--- config.mk ---
export PLATFORM = sky130hd
export DESIGN_NAME = leading_zero_sequencer
export DESIGN_NICKNAME = d
export VERILOG_FILES = /design/src/rtl/leading_zero_sequencer.sv
export SDC_FILE = /design/constraint.sdc
export NUM_CORES = 1
export LEC_CHECK = 0
export ABC_CLOCK_PERIOD_IN_PS = 7300
export BUFFER_PORTS_ARGS = -buffer_cell sky130_fd_sc_hd__buf_4
export CORE_ASPECT_RATIO = 0.75
export CORE_UTILIZATION = 48
export DETAILED_ROUTE_END_ITERATION = 8
export GPL_ROUTABILITY_DRIVEN = 1
export PLACE_DENSITY_LB_ADDON = 0.08
export SYNTH_ARGS = -nofsm -noshare
export SYNTH_HDL_FRONTEND = slang
export SYNTH_SLANG_ARGS = --single-unit
--- constraint.sdc ---
create_clock -name clock -period 7.3 [get_ports clock]
set_clock_uncertainty 0.2 [all_clocks]
set_input_delay 0.73 -clock clock [delete_from_list [all_inputs] [get_ports clock]]
set_output_delay 0.73 -clock clock [all_outputs]
set_load 0.03 [all_outputs]
--- src/rtl/leading_zero_sequencer.sv ---
// Multi-cycle leading zero counter: scans CHUNK bits per cycle, MSB first.
// Option: define LZS_EARLY_EXIT_EN to stop on the first nonzero chunk.

module LeadingZeroCounter #(
  parameter int WIDTH = 8,
  parameter int CW    = $clog2(WIDTH) + 1
) (
  input  logic [WIDTH-1:0] i_data,
  output logic [CW-1:0]    o_count
);

  logic w_hit;

  // Priority scan from MSB; all-zero input yields WIDTH
  always_comb begin
    o_count = CW'(WIDTH);
    w_hit   = 1'b0;
    for (int i = WIDTH - 1; i >= 0; i--) begin
      if (!w_hit && i_data[i]) begin
        o_count = CW'(WIDTH - 1 - i);
        w_hit   = 1'b1;
      end
    end
  end

endmodule

module leading_zero_sequencer #(
  parameter int WIDTH = 32,
  parameter int CHUNK = 8
) (
  input  logic                       clock,
  input  logic                       resetN,
  input  logic                       inValid,
  output logic                       inReady,
  input  logic [WIDTH-1:0]           operand,
  output logic                       outValid,
  input  logic                       outReady,
  output logic [$clog2(WIDTH):0]     result
);

  localparam int CHUNKS = WIDTH / CHUNK;
  localparam int RW     = $clog2(WIDTH) + 1;
  localparam int CW     = $clog2(CHUNK) + 1;
  localparam int IW     = (CHUNKS > 1) ? $clog2(CHUNKS) : 1;

  typedef enum logic [1:0] {
    IDLE = 2'd0,
    SCAN = 2'd1,
    DONE = 2'd2
  } state_t;

  state_t           r_state;
  state_t           w_next;
  logic [WIDTH-1:0] r_shift;
  logic [RW-1:0]    r_acc;
  logic [IW-1:0]    r_idx;
  logic             r_found;
  logic [RW-1:0]    r_result;

  logic [CW-1:0]    w_c;
  logic [RW-1:0]    w_sum;
  logic             w_hit;
  logic             w_last;
  logic             w_term;
  logic             w_accept;

  LeadingZeroCounter #(
    .WIDTH (CHUNK),
    .CW    (CW)
  ) u_lzc (
    .i_data  (r_shift[WIDTH-1:WIDTH-CHUNK]),
    .o_count (w_c)
  );

  assign w_hit  = (w_c < CW'(CHUNK));
  assign w_last = (r_idx == IW'(CHUNKS - 1));
  // Once a set bit was seen, later chunk counts are discarded
  assign w_sum  = r_found ? r_acc : (r_acc + RW'(w_c));

`ifdef LZS_EARLY_EXIT_EN
  assign w_term = w_hit || w_last;
`else
  assign w_term = w_last;
`endif

  assign w_accept = inValid && inReady;
  assign result   = r_result;

  // State register with synchronous active-low reset
  always_ff @(posedge clock) begin
    if (!resetN) r_state <= IDLE;
    else         r_state <= w_next;
  end

  // Next-state and handshake outputs
  always_comb begin
    w_next   = r_state;
    inReady  = 1'b0;
    outValid = 1'b0;
    unique case (r_state)
      IDLE: begin
        inReady = resetN;
        if (inValid && resetN) w_next = SCAN;
      end
      SCAN: begin
        if (w_term) w_next = DONE;
      end
      DONE: begin
        outValid = 1'b1;
        if (outReady) w_next = IDLE;
      end
      default: w_next = IDLE;
    endcase
  end

  // Datapath: load on accept, accumulate per chunk, capture result
  always_ff @(posedge clock) begin
    if (!resetN) begin
      r_shift  <= '0;
      r_acc    <= '0;
      r_idx    <= '0;
      r_found  <= 1'b0;
      r_result <= '0;
    end else if (r_state == IDLE) begin
      if (w_accept) begin
        r_shift <= operand;
        r_acc   <= '0;
        r_idx   <= '0;
        r_found <= 1'b0;
      end
    end else if (r_state == SCAN) begin
      r_acc   <= w_sum;
      r_found <= r_found || w_hit;
      r_shift <= r_shift << CHUNK;
      r_idx   <= r_idx + IW'(1);
      if (w_term) r_result <= w_sum;
    end
  end

endmodule
Word level (Yosys, flattened, before mapping)
Cells that the tools add are included.

cells by class
  $add $sub $neg = 2
  mux-type cells = 34
  reductions and logical operators = 22
  bitwise operators = 1
  equality and inequality tests = 7
  order comparisons = 1

operator list
  kind                                                              count
  32-bit two-way mux                                                3
  4-bit two-way mux                                                 8
  6-bit two-way mux                                                 4
  1-bit two-way mux                                                 12
  2-bit two-way mux                                                 6
  1-bit logical AND                                                 9
  2-bit inequality test (second input constant)                     4
  1-bit zero test                                                   7
  6-bit by 4-bit adder with 6-bit output                            1
  2-bit one-hot mux with 3 select lines                             1
  3-bit AND reduction                                               2
  2-bit == test (second input constant)                             2
  4-bit less-than comparator (second input constant)                1
  2-bit by 1-bit adder with 2-bit output (second input constant)    1
  2-bit by 1-bit == test with 1-bit output (second input constant)  1
  2-bit zero test                                                   1
  2-bit AND reduction                                               1
  2-bit nonzero test                                                1
  1-bit logical OR                                                  1
  1-bit NOT                                                         1

storage, ports and cells
  logic and storage cells = 73
  output and inout port bits = 8
  flip-flop bits (word level) = 49

Logic depth before layout (Yosys ltp)
Gate-level depths: netlist of the first run.

  word-level depth = 26
  gate-level depth with buffers = 11
  mapped depth without buffers = 11

Modules after synthesis
A second synthesis of the first run with hierarchy kept.

second synthesis, totals
  cells, all modules = 306
  area total of the unflattened synthesis = 2602.5 um^2

by module, submodules not included
  module                  area an instance (um^2)  seq. area each (um^2)  times used  cells an instance
  leading_zero_sequencer  2513.7                   980.9                  1           291
  LeadingZeroCounter      88.8                     0.0                    1           15

Least setup slack after synthesis of the first run
OpenSTA, ideal clock, no wires.

  kind = input to output
  from = input port resetN
  to = output port inReady
  slack = 4.898 ns
  stages on the path = 3
  arrival time = 1.472 ns
  cells stage by stage = buf_2 clkbuf_1 and2_1

between the ends
  longest elaborated chain between the ends = 1

ends and longest elaborated chain
  item               RTL line  text
  start, declared    33        input logic resetN,
  1-bit two-way mux  101       unique case (r_state)
  end, declared      35        output logic inReady,

No other way between the ends.

Final worst setup path of the first run
  from = register r_state[0]
  to = output port inReady

between the ends
  longest elaborated chain between the ends = 2

ends and longest elaborated chain
  item                    RTL line  text
  start, declared         53        state_t r_state;
  start signal, assigned  93        else r_state <= w_next;
  2-bit zero test         101
  1-bit two-way mux       101

No other way between the ends.

==> results of run 1 <==
==> worst max-delay path by stage <==
stage / start / to / slack (ns) / cells after the start
after floorplan: resetN / inReady / 4.90 / 3
after global placement: r_state[0] / inReady / 4.68 / 3
after detailed placement: r_state[0] / inReady / 4.66 / 3
after CTS: r_state[0] / inReady / 4.32 / 3
after global routing: r_state[0] / inReady / 4.15 / 3
final: r_state[0] / inReady / 4.33 / 3
==> metal layers <==
layer  wire length [um]  global-route usage (%)  vias to the layer above
met3                245                    4.26                        4
met5                  0                       0                        -
met2               2160                    29.8                       52
met4                 50                    6.36                        0
li1                   -                       -                     1091
met1               2970                    33.5                      994
==> cell type report <==
cell class | count | area (sq um) | share of cell area [%]
flip-flops and latches | 49 | 981 | 34.0
clock buffers | 6 | 82.6 | 2.86
multi-input cells | 215 | 1370 | 47.7
well taps | 60 | 75.1 | 2.60
inverters | 5 | 18.8 | 0.651
repair buffers | 45 | 338 | 11.7
clock inverters | 2 | 13.8 | 0.477
==> kinds of logic (layout without fill, tap and decap cells) <==
kind of cell | after synthesis | after routing | synth area share [%]
buffers and inverters | 28 | 58 | 5.33
AOI/OAI and AO/OA | 91 | 91 | 26.2
xor gates and xnor gates | 3 | 3 | 1.06
and+or+nand+nor | 110 | 110 | 22.7
DFF | 49 | 49 | 39.4
muxes | 5 | 5 | 2.01
adders and majority gates | 6 | 6 | 3.32
==> cells in the mapped netlist, types with 2 or more instances <==
| master | number |
|---|---|
| o211a_1 | 26 |
| ha_1 | 5 |
| nand2_1 | 34 |
| nor2b_1 | 17 |
| xnor2_1 | 2 |
| clkbuf_1 | 6 |
| o22ai_1 | 2 |
| o21ai_0 | 28 |
| dfxtp_1 | 49 |
| a21o_1 | 2 |
| a22oi_1 | 10 |
| buf_2 | 13 |
| o21ai_1 | 5 |
| and2_1 | 2 |
| inv_1 | 5 |
| mux2i_1 | 5 |
| nand2b_1 | 8 |
| nor2_1 | 10 |
| nand3_1 | 28 |
| a21oi_1 | 10 |
| buf_4 | 3 |
==> power groups by stage <==
stage	logic, mW	registers, mW	clock network (mW)
final	0.117	0.303	0.167
after global routing	0.131	0.306	0.186
after CTS	0.116	0.303	0.173
after detailed placement	0.115	0.309	0
after global placement	0.114	0.308	0
after floorplan	0.0872	0.301	0
==> sequential cells by signal, indices dropped and copies added, names as in the netlist <==
register  cells
r_state       2
r_found       1
r_shift      32
result        6
r_acc         6
r_idx         2
==> worst min-delay path, delay by kind of cell, from the launching register on <==
family,cells,cell delay [ns]
and+or+nand+nor,1,0.05
AOI/OAI and AO/OA,1,0.05
DFF,1,0.32
==> metrics by stage <==
step	setup slack [ns]	hold WS, ns	std cells	instance area, sq um	utilization [%]
final	4.33	0.266	382	2880	58.5
after global placement	4.68	0.236	374	2790	56.6
after floorplan	4.90	0.227	292	2490	-
after detailed placement	4.66	0.251	374	2790	56.6
after CTS	4.32	0.269	382	2880	58.5
after global routing	4.15	0.297	382	2880	58.5
==> flow_summary.toml, run 1 <==
[status]
status = "completed"

[min_path]
hold_end = "r_shift[3]"
min_from = "r_shift[3]"
hold_depth = 2
hp-class = "flip-flop to flip-flop"

[timing]
drv_slew = 0
finalSetupViolCount = 0
worstMarginPinSlew_ns = 1.05
finalCritPeriodShare_pct = 40.7
min_period_ns = 2.97
relSlewSlack_pct = 29.8
rsz0062_at_grt = "no"
hold_viol = 0
fmax_mhz = 337
tns_ns = 0

[power]
p_leak_nw = 1.39
power.switching_uw = 168
power_density_mw_per_mm2 = 204
power_uw = 587
switching_share_pct = 28.7
power_frac_seq_pct = 51.6
pwr-share-comb_pct = 19.9
ir_drop_v = 0.000140
pwr-share-clk_pct = 28.5
internal_power_uw = 418

[critical_path]
rr_endpoint = "r_acc[4]"
worstSetupEndpointType = "output port"
required_ns = 6.37
crit_arrival_ns = 2.04
crit_type = "flip-flop to output port"
start_kind = "flip-flop"
rr_worst_depth = 11
crit_family = "flip-flops"
worstPathCellList = "nor2_4 -> and2_1 -> buf_4"
path_max_fanout = 34
critPathBufInv = 1
timing.rr.start = "r_shift[24]"
crit_slowest_cell = "dfxtp_1"
r2r_slack_ns = 4.75
cpPeakStageDelay_ns = 1.02

[global_route]
track_usage_pct = 21.7
grt_pass1_wl_mm = 9.32
overflow = 0
grt_pass1_vias = 1934
grt_start_max_net_pins = 55
antenna_found_initial = 0

[die]
die_y_um = 64.3
die_width_um = 85.1
start_util_pct = 50.5
io_pins = 44
die_area_sq_mm = 0.00548
core_area_sq_mm = 0.00493
std_cell_rows = 22

[final_layout]
nets = 363
drive_gt1_share_pct = 18.3
area_delta_synth_final_pct = 15.9
final_cell_mix = "dfxtp_1, buf_4, nand2_1"
fillers = 484
layout_commonest_cell = "dfxtp_1"
num_antenna_cells = 0

[clock_tree]
cts_sinks = 49
holdBufCountCts = 0
cts_max_level = 2
post_cts_buffers = 0
cts_tree = "yes"
ctsLongestPathBuffers = 2
clk_pin_slew_ns = 0.09
cts_made_buffers = 5
postCtsResizedCells = 0
root_buffer = "clkbuf_8"
insertion_delay_ns = 0.30

[detailed_routing]
routedWlPerCell_um = 14.2
vias = 2141
wl_mm = 5.43
drc = 0
via_per_inst = 5.60
ant_nets = 0
drt-pass1-iter-count = 4
drtIter0Drc = 121

[logic_synthesis]
synth-seq-area-share_pct = 39.4
yosysWarnings = 0
synth_edf_count = 0
synth_cells = 292
syn-num-nets = 334
synth-seq-cells = 49
synthFlopType = "dfxtp_1"
yosys.area.top_type_share_pct = 39.4
yosysUniqueCellTypes = 43
async_flop_share_pct = 0
syn_area_sq_mm = 0.00249
synth_area_leaders = "dfxtp_1, o211a_1, nand3_1"
syn_avg_cell_area_sq_um = 8.52
synth_top_area_cell = "dfxtp_1"

[job]
cap_viol_max_count = 0

[place]
gp_congestion = 0.794
dp_hpwl_mm = 3.73
port_buffers = 43
Note: power is estimated with default switching activity, not from simulation.
==> run 2, diff against run 1 <==
- ABC_CLOCK_PERIOD_IN_PS: 7300 -> 2500
- clock period: 7.3 -> 2.5 ns (I/O delays scaled with it)
==> flow_summary.toml, run 2 (synthesis results as in run 1) <==
[final_layout]
top_register = "r_shift"
area_delta_synth_final_pct = 22.3
largest_register_ff_count = 32
num_antenna_cells = 0
drive_gt1_share_pct = 21.5
layout_commonest_cell = "buf_4"
final_cell_mix = "buf_4, dfxtp_1, nand2_1"
nets = 377
stdcell_count = 395

[detailed_routing]
routedWlPerCell_um = 14.6
drc = 0
vias = 2184
drtIter0Drc = 81
drt-pass1-iter-count = 4
via_per_inst = 5.53
ant_nets = 0
wl_mm = 5.78

[timing]
hold_viol = 0
finalSetupViolCount = 0
rsz0062_at_grt = "yes"
min_period_ns = 2.40
whs_ns = 0.00652
finalCritPeriodShare_pct = 96.0
drv_slew = 0
relSlewSlack_pct = 58.7
worstMarginPinSlew_ns = 0.619
fmax_mhz = 417

[critical_path]
crit_arrival_ns = 2.41
required_ns = 2.51
path_max_fanout = 4
worstSetupEndpointType = "flip-flop"
start_kind = "flip-flop"
crit_type = "flip-flop to flip-flop"

[clock_tree]
cts_tree = "yes"
cts_made_buffers = 5
cts_max_level = 2
root_buffer = "clkbuf_8"
ctsLongestPathBuffers = 2
clk_pin_slew_ns = 0.10
cts_sinks = 49
insertion_delay_ns = 0.31

[min_path]
hp-class = "input port to flip-flop"

[status]
status = "completed"

[power]
power_density_mw_per_mm2 = 601
ir_drop_v = 0.000312
p_leak_nw = 1.46

[die]
die_y_um = 64.3
core_area_sq_mm = 0.00493
die_area_sq_mm = 0.00548
io_pins = 44
start_util_pct = 50.5
die_width_um = 85.1
std_cell_rows = 22

[place]
dp_hpwl_mm = 3.90
gp_congestion = 0.725
port_buffers = 43
dp.cells = 382

[job]
cap_viol_max_count = 0

[global_route]
overflow = 0
grt_pass1_vias = 1942
track_usage_pct = 22.2
antenna_found_initial = 0
grt_start_max_net_pins = 41
grt_pass1_wl_mm = 9.46
## run 2: final cells by class
cell class	count	area, sq um
fill	440	1890
multi-input combinational	215	1400
sequential	49	981
timing repair buffer	59	455
tap	60	75.1
clock buffer	5	68.8
clock inverter	2	38.8
inverter	5	18.8
## run 2: metal layers
| metal | vias up | GRT usage [%] | wire length [um] |
|---|---|---|---|
| li1 | 1116 | - | - |
| met1 | 1019 | 33.7 | 3190 |
| met2 | 44 | 31.4 | 2340 |
| met3 | 5 | 4.78 | 209 |
| met4 | 0 | 5.72 | 42 |
| met5 | - | 0 | 0 |
## run 2: per-stage QoR
stage	utilization, %	setup slack [ns]	area (sq um)	TNS [ns]	total power [mW]
global route	61.7	-0.0776	3040	-0.138	1.93
global placement	57.8	0.0587	2850	0	1.25
floorplan	-	0.149	2490	0	1.13
detailed placement	57.8	-0.000322	2850	-0.000322	1.26
CTS	60.8	0.0185	2990	0	1.83
finish	61.7	0.0998	3040	0	1.83
## run 2: power by group
group          internal [mW]  total, mW  switching, mW  leakage, nW
combinational          0.187      0.381          0.194         1.01
clock                  0.297      0.566          0.270       0.0546
sequential             0.834      0.881         0.0465        0.403
total                   1.32       1.83          0.511         1.46
## run 2: worst max-delay path, stage by stage (launching register included)
cell	delay, ns
dfxtp_1	0.38
nand2b_1	0.09
a21oi_2	0.14
o21bai_1	0.07
a21oi_1	0.14
ha_2	0.19
inv_1	0.05
fa_2	0.34
nand2b_4	0.16
a211oi_4	0.28
mux2i_1	0.21
o21ai_1	0.08
## run 2: worst paths after layout
kind / end / start / cells after the start / slack, ns
worst max-delay path: r_acc[4] / r_shift[24] / 11 / 0.1
worst min-delay path: r_shift[5] / operand[5] / 3 / 0.007
worst max register to register: r_acc[4] / r_shift[24] / 11 / 0.1
worst min register to register: r_shift[3] / r_shift[3] / 2 / 0.26
## run 2: timing repair
| item | CTS | global route |
|---|---|---|
| buffers inserted | 0 | 1 |
| hold buffers | 4 | 1 |
| setup endpoints to repair | 0 | 6 |
| gates resized for setup | 0 | 6 |
| hold endpoints to repair | 4 | 1 |
